### src/rtl/ins_fetch_if.sv
// Instruction-memory request/response bundle between the fetch stage and instruction memory.
// One request outstanding at a time: req/gnt accepts a request, rvalid returns its data.
interface ins_fetch_if;
    logic        imem_req;
    logic [31:0] imem_addr;
    logic        imem_gnt;
    logic        imem_rvalid;
    logic [31:0] imem_rdata;

    modport master (
        output imem_req,
        output imem_addr,
        input  imem_gnt,
        input  imem_rvalid,
        input  imem_rdata
    );

    modport slave (
        input  imem_req,
        input  imem_addr,
        output imem_gnt,
        output imem_rvalid,
        output imem_rdata
    );
endinterface

### src/rtl/ins_fetch.sv
// Instruction fetch stage: holds the PC, fetches one word at a time from instruction memory and
// presents it to the decoder, honouring decoder stall and execute-stage redirects.
module ins_fetch #(
    parameter logic [31:0] RESET_PC = 32'h0000_0000,
    parameter logic [31:0] NOP_INSN = 32'h0000_0013
) (
    input  logic             clk,
    input  logic             rst_n,
    ins_fetch_if.master      imem,
    input  logic             stall,
    input  logic             redirect,
    input  logic [31:0]      redirect_pc,
    output logic [31:0]      pass_bits,
    output logic [31:0]      pc_out,
    output logic             ins_valid
);

    typedef enum logic [1:0] {StReq, StWait, StHold} state_e;

    state_e      state_q, state_d;
    logic [31:0] fetch_pc_q, fetch_pc_d;
    logic        stale_q, stale_d;
    logic        req_q, req_d;
    logic [31:0] pass_bits_q, pass_bits_d;
    logic [31:0] pc_out_q, pc_out_d;
    logic        ins_valid_q, ins_valid_d;

    logic [31:0] redirect_tgt;
    logic        gnt_ok;

    assign redirect_tgt = {redirect_pc[31:2], 2'b00};
    // A grant only counts while the request is actually being driven.
    assign gnt_ok       = imem.imem_gnt & req_q;

    always_ff @(posedge clk or negedge rst_n) begin
        if (!rst_n) begin
            state_q     <= StReq;
            fetch_pc_q  <= RESET_PC;
            stale_q     <= 1'b0;
            req_q       <= 1'b0;
            pass_bits_q <= NOP_INSN;
            pc_out_q    <= 32'h0000_0000;
            ins_valid_q <= 1'b0;
        end else begin
            state_q     <= state_d;
            fetch_pc_q  <= fetch_pc_d;
            stale_q     <= stale_d;
            req_q       <= req_d;
            pass_bits_q <= pass_bits_d;
            pc_out_q    <= pc_out_d;
            ins_valid_q <= ins_valid_d;
        end
    end

    always_comb begin
        state_d    = state_q;
        fetch_pc_d = fetch_pc_q;
        stale_d    = stale_q;
        unique case (state_q)
            StReq: begin
                if (redirect) begin
                    fetch_pc_d = redirect_tgt;
                end
                if (gnt_ok) begin
                    state_d = StWait;
                    // The issued request was for the old PC; its response must be dropped.
                    if (redirect) begin
                        stale_d = 1'b1;
                    end
                end
            end
            StWait: begin
                if (imem.imem_rvalid) begin
                    if (stale_q || redirect) begin
                        stale_d = 1'b0;
                        state_d = StReq;
                        if (redirect) begin
                            fetch_pc_d = redirect_tgt;
                        end
                    end else begin
                        fetch_pc_d = fetch_pc_q + 32'd4;
                        state_d    = StHold;
                    end
                end else if (redirect) begin
                    stale_d    = 1'b1;
                    fetch_pc_d = redirect_tgt;
                end
            end
            StHold: begin
                if (redirect) begin
                    fetch_pc_d = redirect_tgt;
                    state_d    = StReq;
                end else if (!stall) begin
                    state_d = StReq;
                end
            end
            default: begin
                state_d = StReq;
            end
        endcase
    end

    always_comb begin
        req_d       = (state_d == StReq);
        pass_bits_d = pass_bits_q;
        pc_out_d    = pc_out_q;
        ins_valid_d = ins_valid_q;
        if (state_q == StWait && state_d == StHold) begin
            pass_bits_d = imem.imem_rdata;
            pc_out_d    = fetch_pc_q;
            ins_valid_d = 1'b1;
        end else if (state_q == StHold && state_d == StReq) begin
            pass_bits_d = NOP_INSN;
            ins_valid_d = 1'b0;
        end
    end

    assign imem.imem_req  = req_q;
    assign imem.imem_addr = fetch_pc_q;
    assign pass_bits      = pass_bits_q;
    assign pc_out         = pc_out_q;
    assign ins_valid      = ins_valid_q;

endmodule

### src/flat_wrapper.sv
// flat-port wrapper written by rule: the top's interface ports become plain ports
module ins_fetch_flat 
#(
    parameter logic [31:0] RESET_PC = 32'h0000_0000,
    parameter logic [31:0] NOP_INSN = 32'h0000_0013
)
  (clk, rst_n, stall, redirect, redirect_pc, pass_bits, pc_out, ins_valid, imem_imem_req, imem_imem_addr, imem_imem_gnt, imem_imem_rvalid, imem_imem_rdata);
  ins_fetch_if imem_i ();
  input  logic clk;
  input  logic rst_n;
  input  logic stall;
  input  logic redirect;
  input  logic [31:0] redirect_pc;
  output logic [31:0] pass_bits;
  output logic [31:0] pc_out;
  output logic ins_valid;
  output wire logic [$bits(imem_i.imem_req)-1:0] imem_imem_req;
  output wire logic [$bits(imem_i.imem_addr)-1:0] imem_imem_addr;
  input wire logic [$bits(imem_i.imem_gnt)-1:0] imem_imem_gnt;
  input wire logic [$bits(imem_i.imem_rvalid)-1:0] imem_imem_rvalid;
  input wire logic [$bits(imem_i.imem_rdata)-1:0] imem_imem_rdata;
  assign imem_imem_req = imem_i.imem_req;
  assign imem_imem_addr = imem_i.imem_addr;
  assign imem_i.imem_gnt = imem_imem_gnt;
  assign imem_i.imem_rvalid = imem_imem_rvalid;
  assign imem_i.imem_rdata = imem_imem_rdata;
  ins_fetch #(.RESET_PC(RESET_PC), .NOP_INSN(NOP_INSN)) u_core (.clk(clk), .rst_n(rst_n), .imem(imem_i), .stall(stall), .redirect(redirect), .redirect_pc(redirect_pc), .pass_bits(pass_bits), .pc_out(pc_out), .ins_valid(ins_valid));
endmodule
### config.mk
export PLATFORM = sky130hd
export DESIGN_NAME = ins_fetch_flat
export DESIGN_NICKNAME = d
export VERILOG_FILES = /design/src/rtl/ins_fetch_if.sv /design/src/rtl/ins_fetch.sv /design/src/flat_wrapper.sv
export SDC_FILE = /design/constraint.sdc
export NUM_CORES = 1
export LEC_CHECK = 0
export ABC_AREA = 1
export BUFFER_PORTS_ARGS = -buffer_cell sky130_fd_sc_hd__buf_4
export CAP_MARGIN = 5
export CORE_MARGIN = 5
export CORE_UTILIZATION = 46
export CTS_BUF_LIST = sky130_fd_sc_hd__clkbuf_16
export DETAILED_ROUTE_END_ITERATION = 6
export PLACE_DENSITY_LB_ADDON = 0.2
export SYNTH_ARGS = -nofsm -noshare
export SYNTH_HDL_FRONTEND = slang
export SYNTH_SLANG_ARGS = --single-unit
export TNS_END_PERCENT = 50
### constraint.sdc
create_clock -name clk -period 1.5 [get_ports clk]
set_input_delay 0.3 -clock clk [delete_from_list [all_inputs] [get_ports clk]]
set_output_delay 0.3 -clock clk [all_outputs]
set_load 0.03 [all_outputs]
==> results.md, run 1 <==
- Final Util: 74.28%
- Crit path cell chain: inv_2, nand3_4, nor2_4, clkinv_4, nand2_4, nor2_4, nand2_4, buf_12, clkbuf_16, nand3_2, nand2_1
- Top cell family by delay on the critical path: simple AND/OR/NAND/NOR gates
- Layout Skew: 9.982 ps
- Tmin final: 1589 ps
- Fin cells: 1066
- EDFF count, synth: 0
- Async S/R FF share, synth: 100.0%
- Post-synth top cells: nand2_1, dfrtp_1, nor2_1
- Die extent in y: 114.0 µm
- Clk slew on worst S/H paths: 70 ps
- CP peak stage delay: 400 ps
- Final count of negative-setup-slack endpoints: 31
- Max transition margin: 79.15%
- Placed Cells: 1028
- RSZ-0062 raised after global routing: true
- Synth area leaders: dfrtp_1, nand2_1, nand3_1
- Slowest stage cell, crit path: dfrtp_1
- Io pins: 168
- Crit path DAT: 1870 ps
- DRT Wirelength: 17990 µm
- Routability cong.: 0.9291
- Residual DRC: 0
- Hpwl dp: 12450 µm
- Core ar.: 10750 µm²
- Vias per std cell: 5.279
- CTS tree: yes
- Cell Area, Placed: 7028 µm²
- Worst min path class: input port to flip-flop
- Ant. Diodes: 0
- Clock buffer depth: 2
- DIE WIDTH: 114.0 µm
- FF+latch count, synth: 101
- Grt ovf: 0
- H-Tree Level Count: 3
- Seq/Total Area, Yosys: 50.84%
- Initial DRC count: 490
- Initial Util: 46.33%
- Synth Flop Type: dfrtp_1
- Final Max Slew Viols: 0
- Area Overhead vs Synth: 60.32%
- GRT Overall Usage: 26.17%
- Vias in the first global route: 5509
- Max-cap violations: 0
- Synthesized cell area: 4979 µm²
- CP required: 1780 ps
- Synth cell types: 33
- Yosys top cell area share: 49.26%
- Fin worst setup slack: -89.47 ps
- DR WL/cell: 16.87 µm
- Worst vdd ir: 0.001051 V
- Die area: 13000 µm²
- Leak: 4.039 nW
- Failing checks: negative setup slack
- Fin crit share: 106.0%
- First-pass GRT wire length: 27110 µm
- Yosys synthesis warning count: 0
- P per Cell Area: 1794 nW/µm²
- CP endpoint kind: flip-flop
- Status: complete, but fails checks
- Pre-antenna DRT Iters: 5
- Synth Instances: 663
- Fillers: 798
- Slew @ Worst Pin: 312.7 ps
- Most common cell in the synthesized netlist: nand2_1
- Bufs and invs on worst path: 4
- Root buf cell: clkbuf_16
- CTS Buf Count: 9
- Final hold vios: 0
- Initial antenna violation count: 0
- Critical path class: flip-flop to flip-flop
- Power Total: 0.01431 W
- ANT nets after route: 0
- Syn Nets: 734
- Row count: 38
- Vias: 5627
- Max Fclk: 0.6291 GHz
- Mean Syn Cell Area: 7.509 µm²
- IO buf count: 165
- Share of cells above drive strength 1: 43.52%
- Final instance area: 7981 µm²
- Top cell type by total area after synthesis: dfrtp_1
- Max FO, Critical Path: 7
- Clock latency on the worst-skew pair: 350 ps
- CTS Sinks: 101
- Largest net degree at the start of global routing: 58
- Critical Path Source Type: flip-flop
- # nets final: 992
-- cell usage in the layout, fill, tap and decap left out, types with 2 or more instances in the layout --
master      synthesis  routed
a22oi_1             3       3
o21ai_0            53      46
nand2_4             0       9
o211ai_1            2       2
dfrtp_1            98      77
a21oi_1            18      17
dfstp_2             3       3
clkinv_4            0       3
nor2_1             68      37
buf_6               0       4
nor2_4              2      15
buf_8               0       2
nand3_2             0      20
nand2_1           241     226
nand2_2             6      12
clkinvlp_4          0       2
nor3_1              6       6
clkbuf_16           0      11
dfrtp_2             0      21
buf_12              0       8
o21ai_2             1       4
nand4_1             5       5
clkinv_1            1       2
o22ai_1             6       5
inv_1              47      41
nor2_2              1      19
nand3_1            58      37
o21ai_1             5       9
inv_2               3       6
buf_4               3     252
o221ai_1            4       4
-- logic make-up after synthesis --
| group | share of synthesized area, % |
|---|---|
| DFF | 50.84 |
| adders and majority gates | 0.2513 |
| AOI/OAI and AO/OA | 10.83 |
| buffers and inverters | 5.956 |
| and+or+nand+nor | 31.94 |
| xor gates and xnor gates | 0.1760 |
-- report_power, final --
group / switching (W) / internal (W)
combinational: 0.00446 / 0.00283
clock: 0.00110 / 0.00131
sequential: 0.000827 / 0.00379
total: 0.00639 / 0.00793
-- final timing paths --
| check | start | endpoint | slack [ps] | cells past startpoint |
|---|---|---|---|---|
| worst max-delay path | u_core.state_q[1] | u_core.pass_bits[3] | -90 | 11 |
| worst min-delay path | imem_imem_rdata[18] | u_core.pass_bits[18] | 150 | 3 |
| worst max register to register | u_core.state_q[1] | u_core.pass_bits[3] | -90 | 11 |
| worst min register to register | u_core.pc_out[6] | u_core.pc_out[6] | 480 | 2 |
| max in group asynchronous | rst_n | u_core.pass_bits[0] | 690 | 3 |
| min in group asynchronous | rst_n | u_core.pc_out[14] | 500 | 3 |
-- worst min-delay path, cell delays in order --
cell     delay, ps
buf_4           80
nand2_1         40
nand2_1         50
-- registers in the layout, indices dropped and copies added, names as in the netlist --
name,flops
u_core.ins_valid,1
u_core.stale_q,1
u_core.imem.imem_addr,32
u_core.imem.imem_req,1
u_core.pc_out,32
u_core.pass_bits,32
u_core.state_q,2
-- per-layer routing --
metal	wire (µm)	GRT usage [%]	vias to the layer above
li1	-	-	2661
met1	7212	33.25	2664
met2	8932	44.03	252
met3	1278	4.828	50
met4	565	10.77	0
met5	0	0	-
-- area by class of cell --
class	count	area, µm²	area share [%]
inverter	51	206.4	2.587
clock inverter	7	75.07	0.9406
clock buffer	9	225.2	2.822
tap	140	175.2	2.195
timing repair buffer	269	2187	27.40
multi-input combinational	488	2550	31.95
timing repair inverter	1	5.005	0.06271
sequential	101	2557	32.04
-- metrics by stage --
step                      hold WS, ps  setup TNS (ps)  worst slack, ps
after floorplan                 4.409          -1.004           -1.004
after global placement          312.1          -376.2           -59.39
after detailed placement        313.3           -1998           -116.6
after CTS                       149.5          -550.9           -40.66
after global routing            163.3           -5684           -179.2
final                           152.5           -1432           -89.47
-- timing repair --
| item | 4_1_cts | 5_1_grt |
|---|---|---|
| gates resized for setup | 32 | 90 |
| buffers inserted | 8 | 10 |
| endpoints found under the setup margin | 54 | 64 |
| endpoints found under the hold margin | 98 | 0 |
| cloned | 2 | 3 |
| pin swaps | 11 | 23 |
| hold buffers | 1 | 0 |
No activity file was read; power rests on OpenSTA's default activity.
==> run 2: changes to the inputs <==
--- a/config.mk
+++ b/config.mk
@@ -13,6 +13,7 @@
 export CTS_BUF_LIST = sky130_fd_sc_hd__clkbuf_16
 export DETAILED_ROUTE_END_ITERATION = 6
 export PLACE_DENSITY_LB_ADDON = 0.2
+export SKIP_LAST_GASP = 1
 export SYNTH_ARGS = -nofsm -noshare
 export SYNTH_HDL_FRONTEND = slang
 export SYNTH_SLANG_ARGS = --single-unit
==> run 2 against run 1 <==
Compared with the run above:
- the flow still finishes with violations (negative setup slack)
- first-iteration DRC count decreased by 19%
- critical path type unchanged
- highest routed layer unchanged
- non-clock buffer count decreased by 2
- power shrank 0.68%
- clock skew shrank 1.5 ps
- hold slack got worse by 0.55 ps
- die area stayed put
- clock-buffer cell count unchanged
- critical path depth shrank 1
- fmax shrank 1.0%
- routed wire length decreased by 1.5%
==> results.md, run 2 (synthesis results as in run 1) <==
- Status: complete, but fails checks
- Failing checks: negative setup slack
- Clock buffer depth: 2 (unchanged)
- Root buf cell: clkbuf_16
- Share of cells above drive strength 1: 41.77% (-1.7 points)
- Fin cells: 1064 (-0.19%)
- IO buf count: 165 (unchanged)
- GRT Overall Usage: 26.16% (about the same)
- Worst min path class: input port to flip-flop
- P per Cell Area: 1807 nW/µm² (+0.76%)
- Most frequent cells in the layout: buf_4, nand2_1, dfrtp_1, o21ai_0, nor2_1
- CTS Buf Count: 9 (unchanged)
- Switching Fraction: 44.52% (-0.084 points)
- Vias in the first global route: 5514 (+0.091%)
- Initial antenna violation count: 0 (unchanged)
- ANT nets after route: 0 (unchanged)
- Hpwl dp: 12450 µm (unchanged)
- CTS tree: yes
- Core ar.: 10750 µm² (unchanged)
- # nets final: 990 (-0.20%)
- DRT Wirelength: 17720 µm (-1.5%)
- Gate power share: 50.7% (-0.3 points)
- Psw: 0.006330 W (-0.86%)
- DR WL/cell: 16.66 µm (-1.3%)
- Crit path cell chain: nand3_4, nor2_4, inv_2, nand2_2, nor2_4, nand2_4, buf_12, clkbuf_16, nand3_2, nand2_1
- Tmin final: 1606 ps (+16.46 ps)
- Initial DRC count: 396 (-19%)
- Max FO, Critical Path: 7 (unchanged)
- Most used cell, CP: nor2_4
- Area Overhead vs Synth: 58.03%
- Smallest hold slack: 152.0 ps (-0.5490 ps)
- Pre-antenna DRT Iters: 5 (unchanged)
- Fin worst setup slack: -105.9 ps (-16.46 ps)
- Clock share of power: 16.9% (about the same)
- Slew @ Worst Pin: 316.9 ps (+4.204 ps)
- Ant. Diodes: 0 (unchanged)
- First-pass GRT wire length: 27120 µm (about the same)
- CP peak stage delay: 480 ps (+80 ps)
- Row count: 38 (unchanged)
- Io pins: 168 (unchanged)
- RSZ-0062 raised after global routing: true
- Clk slew on worst S/H paths: 70 ps (about the same)
- Critical path class: flip-flop to flip-flop
- CP endpoint kind: flip-flop
- Die extent in y: 114.0 µm (unchanged)
- Cell Area, Placed: 7028 µm² (unchanged)
- Fin crit share: 107.1% (+1.1 points)
- Max-cap violations: 0 (unchanged)
- Largest net degree at the start of global routing: 58 (unchanged)
- CP required: 1730 ps (-50 ps)
- Initial Util: 46.33% (unchanged)
- CTS Sinks: 101 (unchanged)
- Final Max Slew Viols: 0 (unchanged)
- Max Fclk: 0.6227 GHz (-1.0%)
- Routability cong.: 0.9291 (unchanged)
- Vias: 5607 (-0.36%)
- Final count of negative-setup-slack endpoints: 38 (+23%)
- Clock latency on the worst-skew pair: 350 ps (about the same)
- Vias per std cell: 5.270 (-0.17%)
- Setup tns final: -2022 ps (-590.1 ps)
- Max transition margin: 78.87% (-0.28 points)
- Residual DRC: 0 (unchanged)
- Most common cell after layout, fill and taps aside: buf_4
- Grt ovf: 0 (unchanged)
- H-Tree Level Count: 3 (unchanged)
- Critical Path Source Type: flip-flop
- Slowest stage cell, crit path: dfrtp_2
- Worst vdd ir: 0.001046 V (-0.53%)
- Die area: 13000 µm² (unchanged)
- Final instance area: 7868 µm² (-1.4%)
- Reg-to-reg slack, setup: -110 ps (-20 ps)
- Crit path DAT: 1840 ps (-30 ps)
- Final hold vios: 0 (unchanged)
- Leak: 4.008 nW (-0.78%)
- DIE WIDTH: 114.0 µm (unchanged)
- Layout Skew: 8.478 ps (-1.503 ps)
- Internal: 0.007888 W (-0.53%)
- Placed Cells: 1028 (unchanged)
- Reg power frac: 32.4% (+0.2 points)
==> run 2: changes by cell type in the layout (fill, tap and decap cells not counted), sizes merged <==
cell	change
inv	+1
clkbuf	-1
buf	-1
clkinv	-1
==> run 2: stage by stage <==
stage	setup slack [ps]	total power (W)	utilization [%]
6_report	-105.9	0.01422	73.22
5_1_grt	-174.7	0.01499	73.22
3_3_place_gp	-59.39	0.01110	65.41
3_5_place_dp	-116.6	0.01128	65.41
2_1_floorplan	-1.004	0.008222	-
4_1_cts	-40.66	0.01385	70.38
==> run 2: path summary, 6_finish.rpt <==
path,start,end,cells past startpoint
max,u_core.state_q[0],u_core.pass_bits[3],10
min,imem_imem_rdata[18],u_core.pass_bits[18],3
max reg2reg,u_core.state_q[0],u_core.pass_bits[3],10
min reg2reg,u_core.pc_out[6],u_core.pc_out[6],2
max in group asynchronous,rst_n,u_core.pass_bits[1],3
min in group asynchronous,rst_n,u_core.pc_out[14],3
==> run 2: layout make-up <==
type	count	area, µm²
fill	830	2878
sequential	101	2556
multi-input combinational	488	2479
timing repair buffer	267	2151
clock buffer	9	225.2
inverter	51	201.4
tap	140	175.2
clock inverter	7	75.07
timing repair inverter	1	5.005
==> run 2: timing repair <==
action                     in CTS  in global routing
setup endpoints to repair      54                 64
gates cloned                    2                  2
gates resized for setup        28                 67
hold endpoints to repair       98                  0
setup buffers                   8                  9
pin swaps                      10                 22
hold buffers                    1                  0
==> run 2: worst max-delay path: cells and delay by family (launching register included) <==
kind                   cells  cell delay, ps
DFF                        1             480
and+or+nand+nor            7             610
buffers and inverters      3             390
==> run 2: power by group through the flow <==
stage	clock network (W)	registers (W)	logic (W)
after floorplan	0	0.00648	0.00175
after global placement	0	0.00449	0.00661
after detailed placement	0	0.00455	0.00673
after CTS	0.00241	0.00451	0.00693
after global routing	0.00255	0.00473	0.00772
final	0.00240	0.00460	0.00721
==> run 2: layer usage <==
| metal | wire length [µm] | vias to the layer above | GRT usage [%] |
|---|---|---|---|
| met1 | 7222 | 2649 | 33.22 |
| met4 | 545 | 0 | 11.24 |
| met5 | 0 | - | 0 |
| li1 | - | 2664 | - |
| met3 | 1270 | 48 | 4.828 |
| met2 | 8684 | 246 | 43.79 |
==> run 3: changes to the inputs <==
--- a/config.mk
+++ b/config.mk
@@ -5,11 +5,10 @@
 export SDC_FILE = /design/constraint.sdc
 export NUM_CORES = 1
 export LEC_CHECK = 0
-export ABC_AREA = 1
 export BUFFER_PORTS_ARGS = -buffer_cell sky130_fd_sc_hd__buf_4
 export CAP_MARGIN = 5
 export CORE_MARGIN = 5
-export CORE_UTILIZATION = 46
+export CORE_UTILIZATION = 25
 export CTS_BUF_LIST = sky130_fd_sc_hd__clkbuf_16
 export DETAILED_ROUTE_END_ITERATION = 6
 export PLACE_DENSITY_LB_ADDON = 0.2
==> run 3 against run 2 <==
Compared with the run above:
- the run still ends with negative setup slack left
- non-clock buffer count rose by 13
- core utilization fell by 30 points
- clock-buffer cell count did not move
- clock skew fell by 0.96 ps
- via count fell by 15%
- fmax fell by 0.93%
- worst setup slack got worse by 15 ps
- final cell count fell by 5.1%
- global-route usage fell by 11 points
- synthesized area fell by 6.5%
- critical path type unchanged
==> results.md, run 3 <==
- Status: complete, but fails checks
- Failing checks: negative setup slack
- Worst vdd ir: 0.0006425 V (-39%)
- Internal: 0.007579 W (-3.9%)
- Clock share of power: 18.1% (+1.2 points)
- Post-synth top cells: nand2_1, dfrtp_1, nand3_1
- RSZ-0062 raised after global routing: true
- Synthesized cell area: 4653 µm² (-6.5%)
- CTS Sinks: 101 (unchanged)
- Area Overhead vs Synth: 70.13%
- FF-to-FF End: u_core.imem.imem_addr[24]
- R2R cell count: 6 (-4)
- Most common cell in the synthesized netlist: nand2_1
- Critical Path Source Type: flip-flop
- Power Total: 0.01299 W (-8.6%)
- Async S/R FF share, synth: 100.0% (unchanged)
- Leak: 3.925 nW (-2.1%)
- Largest net degree at the start of global routing: 40 (-31%)
- Yosys top cell area share: 52.70% (+3.4 points)
- Vias per std cell: 4.706 (-11%)
- Fin cells: 1010 (-5.1%)
- First-pass GRT wire length: 26980 µm (-0.53%)
- Synth Flop Type: dfrtp_1
- Hold Crit Endpoint: u_core.pass_bits[17]
- DR WL/cell: 17.14 µm (+2.9%)
- Die area: 21440 µm² (+65%)
- Max-cap violations: 0 (unchanged)
- DRT Wirelength: 17310 µm (-2.3%)
- EDFF count, synth: 0 (unchanged)
- Final instance area: 7916 µm² (+0.62%)
- Root buf cell: clkbuf_16
- CP endpoint kind: flip-flop
- Switching Fraction: 41.67% (-2.8 points)
- Reg power frac: 33.4% (+1.0 points)
- ANT nets after route: 0 (unchanged)
- Reg-to-reg startpoint: u_core.stale_q
- Ant. Diodes: 0 (unchanged)
- Slew @ Worst Pin: 327.8 ps (+10.94 ps)
- Synth Instances: 514 (-22%)
- # nets final: 847 (-14%)
- Grt ovf: 0 (unchanged)
- Synth cell types: 56 (+70%)
- Final count of negative-setup-slack endpoints: 68 (+79%)
- Final Max Slew Viols: 0 (unchanged)
- Setup tns final: -2819 ps (-796.3 ps)
- Initial DRC count: 260 (-34%)
- Fin crit share: 108.1% (+1.0 points)
- Layout Skew: 7.517 ps (-0.9616 ps)
- Critical path class: flip-flop to flip-flop
- Mean Syn Cell Area: 9.053 µm² (+21%)
- Psw: 0.005415 W (-14%)
- DIE WIDTH: 146.4 µm (+28%)
- Most frequent cells in the layout: buf_4, nand2_1, dfrtp_1, nand3_1, dfrtp_2
- Clk slew on worst S/H paths: 70 ps (about the same)
- WHS Path Cells: 3 (unchanged)
- Most common cell after layout, fill and taps aside: buf_4
- Share of cells above drive strength 1: 49.81% (+8.0 points)
- Residual DRC: 0 (unchanged)
- Final hold vios: 0 (unchanged)
- Seq/Total Area, Yosys: 54.40% (+3.6 points)
- Reg-to-reg slack, setup: -120 ps (-20 ps)
- Fin worst setup slack: -121.0 ps (-15.04 ps)
- Pre-antenna DRT Iters: 4 (-1)
- Max Fclk: 0.6169 GHz (-0.93%)
- GRT Overall Usage: 15.64% (-11 points)
- P per Cell Area: 1641 nW/µm² (-9.2%)
- Die extent in y: 146.4 µm (+28%)
- Clock buffer depth: 2 (unchanged)
- Clock latency on the worst-skew pair: 350 ps (about the same)
- Vias: 4753 (-15%)
- Io pins: 168 (unchanged)
- Initial antenna violation count: 1 (+1)
- Cell Area, Placed: 6920 µm² (-1.5%)
- Tmin final: 1621 ps (+15.04 ps)
- CP required: 1730 ps (about the same)
- Max FO, Critical Path: 4 (-3)
- Hpwl dp: 12350 µm (-0.75%)
- Row count: 49 (+29%)
- Crit path DAT: 1850 ps (about the same)
- Top cell type by total area after synthesis: dfrtp_1
- FF+latch count, synth: 101 (unchanged)
- Worst min path class: input port to flip-flop
- Yosys synthesis warning count: 0 (unchanged)
- Core ar.: 18150 µm² (+69%)
- Placed Cells: 964 (-6.2%)
- Gate power share: 48.5% (-2.2 points)
- CTS tree: yes
- Syn Nets: 585 (-20%)
- Min-delay src: imem_imem_rdata[17]
- Initial Util: 25.64% (-21 points)
- Setup crit start: u_core.stale_q
- Vias in the first global route: 4779 (-13%)
- Routability cong.: 0.8223 (-11%)
- IO buf count: 165 (unchanged)
- Max transition margin: 78.15% (-0.73 points)
- Synth area leaders: dfrtp_1, nand2_1, nand3_1
- CTS Buf Count: 9 (unchanged)
- H-Tree Level Count: 3 (unchanged)
run 3: cell count changes after synthesis, moves of 6 or more:
cell     previous run  this run
and3_1              0        12
buf_2               6        14
inv_1              47         7
mux2i_1             0         6
nand2_1           241       173
nand2_2             6         0
nand3_1            58        43
nor2_1             68        24
o21ai_0            53        11
o22ai_1             6        13
run 3: how the worst max path moves through the flow:
stage | endpoint | slack, ps | cells past startpoint
global route | u_core.pass_bits[15] | -190 | 9
detailed placement | u_core.imem.imem_addr[26] | -120 | 6
floorplan | u_core.imem.imem_addr[25] | -200 | 7
global placement | u_core.imem.imem_addr[26] | -100 | 6
finish | u_core.imem.imem_addr[24] | -120 | 6
CTS | u_core.imem.imem_addr[26] | -120 | 7
run 3: cell families after synthesis:
group	synth area share, %
DFF	54.40
and+or+nand+nor	28.50
muxes	1.533
adders and majority gates	0.2688
AOI/OAI and AO/OA	10.92
xor gates and xnor gates	0.3765
buffers and inverters	4.007
run 3: final cells by class:
type | instances | area [µm²]
flip-flops and latches | 101 | 2559
well taps | 229 | 286.5
inverters | 8 | 30.03
clock buffers | 9 | 225.2
fillers | 1792 | 10230
multi-input cells | 376 | 2278
repair buffers | 280 | 2476
clock inverters | 7 | 61.31
run 3: metrics by stage:
step | hold WS, ps | util (%) | setup slack, ps
floorplan | 4.409 | - | -204.9
global placement | 217.0 | 38.13 | -102.3
detailed placement | 215.5 | 38.13 | -121.3
CTS | 121.9 | 41.40 | -122.7
global route | 143.7 | 43.62 | -190.9
finish | 141.2 | 43.62 | -121.0
run 3: per-layer routing:
| metal | share of wire [%] | vias to the layer above | global-route usage [%] | wire [µm] |
|---|---|---|---|---|
| li1 | - | 2294 | - | - |
| met1 | 45 | 2302 | 20.64 | 7813 |
| met2 | 48 | 140 | 25.68 | 8266 |
| met3 | 5.9 | 15 | 3.657 | 1017 |
| met4 | 1.2 | 2 | 4.610 | 206 |
| met5 | 0.052 | - | 0 | 9 |
run 3: worst max-delay path, stage by stage (launching register included):
cell and delay [ps]:
dfrtp_1 420, nand4bb_4 240, buf_6 140, or2_4 270, a31o_1 210, a21oi_2 150
a311oi_2 60
run 3: power groups by stage:
| stage | Clock [W] | Combinational [W] | Sequential, W |
|---|---|---|---|
| final | 0.00236 | 0.00630 | 0.00434 |
| after global routing | 0.00252 | 0.00676 | 0.00447 |
| after CTS | 0.00243 | 0.00611 | 0.00432 |
| after detailed placement | 0 | 0.00589 | 0.00437 |
| after global placement | 0 | 0.00582 | 0.00431 |
| after floorplan | 0 | 0.00129 | 0.00623 |
run 3: repair_timing:
action / 4_1_cts / 5_1_grt
pin swaps: 9 / 36
setup endpoints to repair: 69 / 90
gates cloned: 5 / 3
endpoints found under the hold margin: 16 / 0
hold buffers: 1 / 0
setup buffers: 8 / 14
resized for setup: 19 / 65
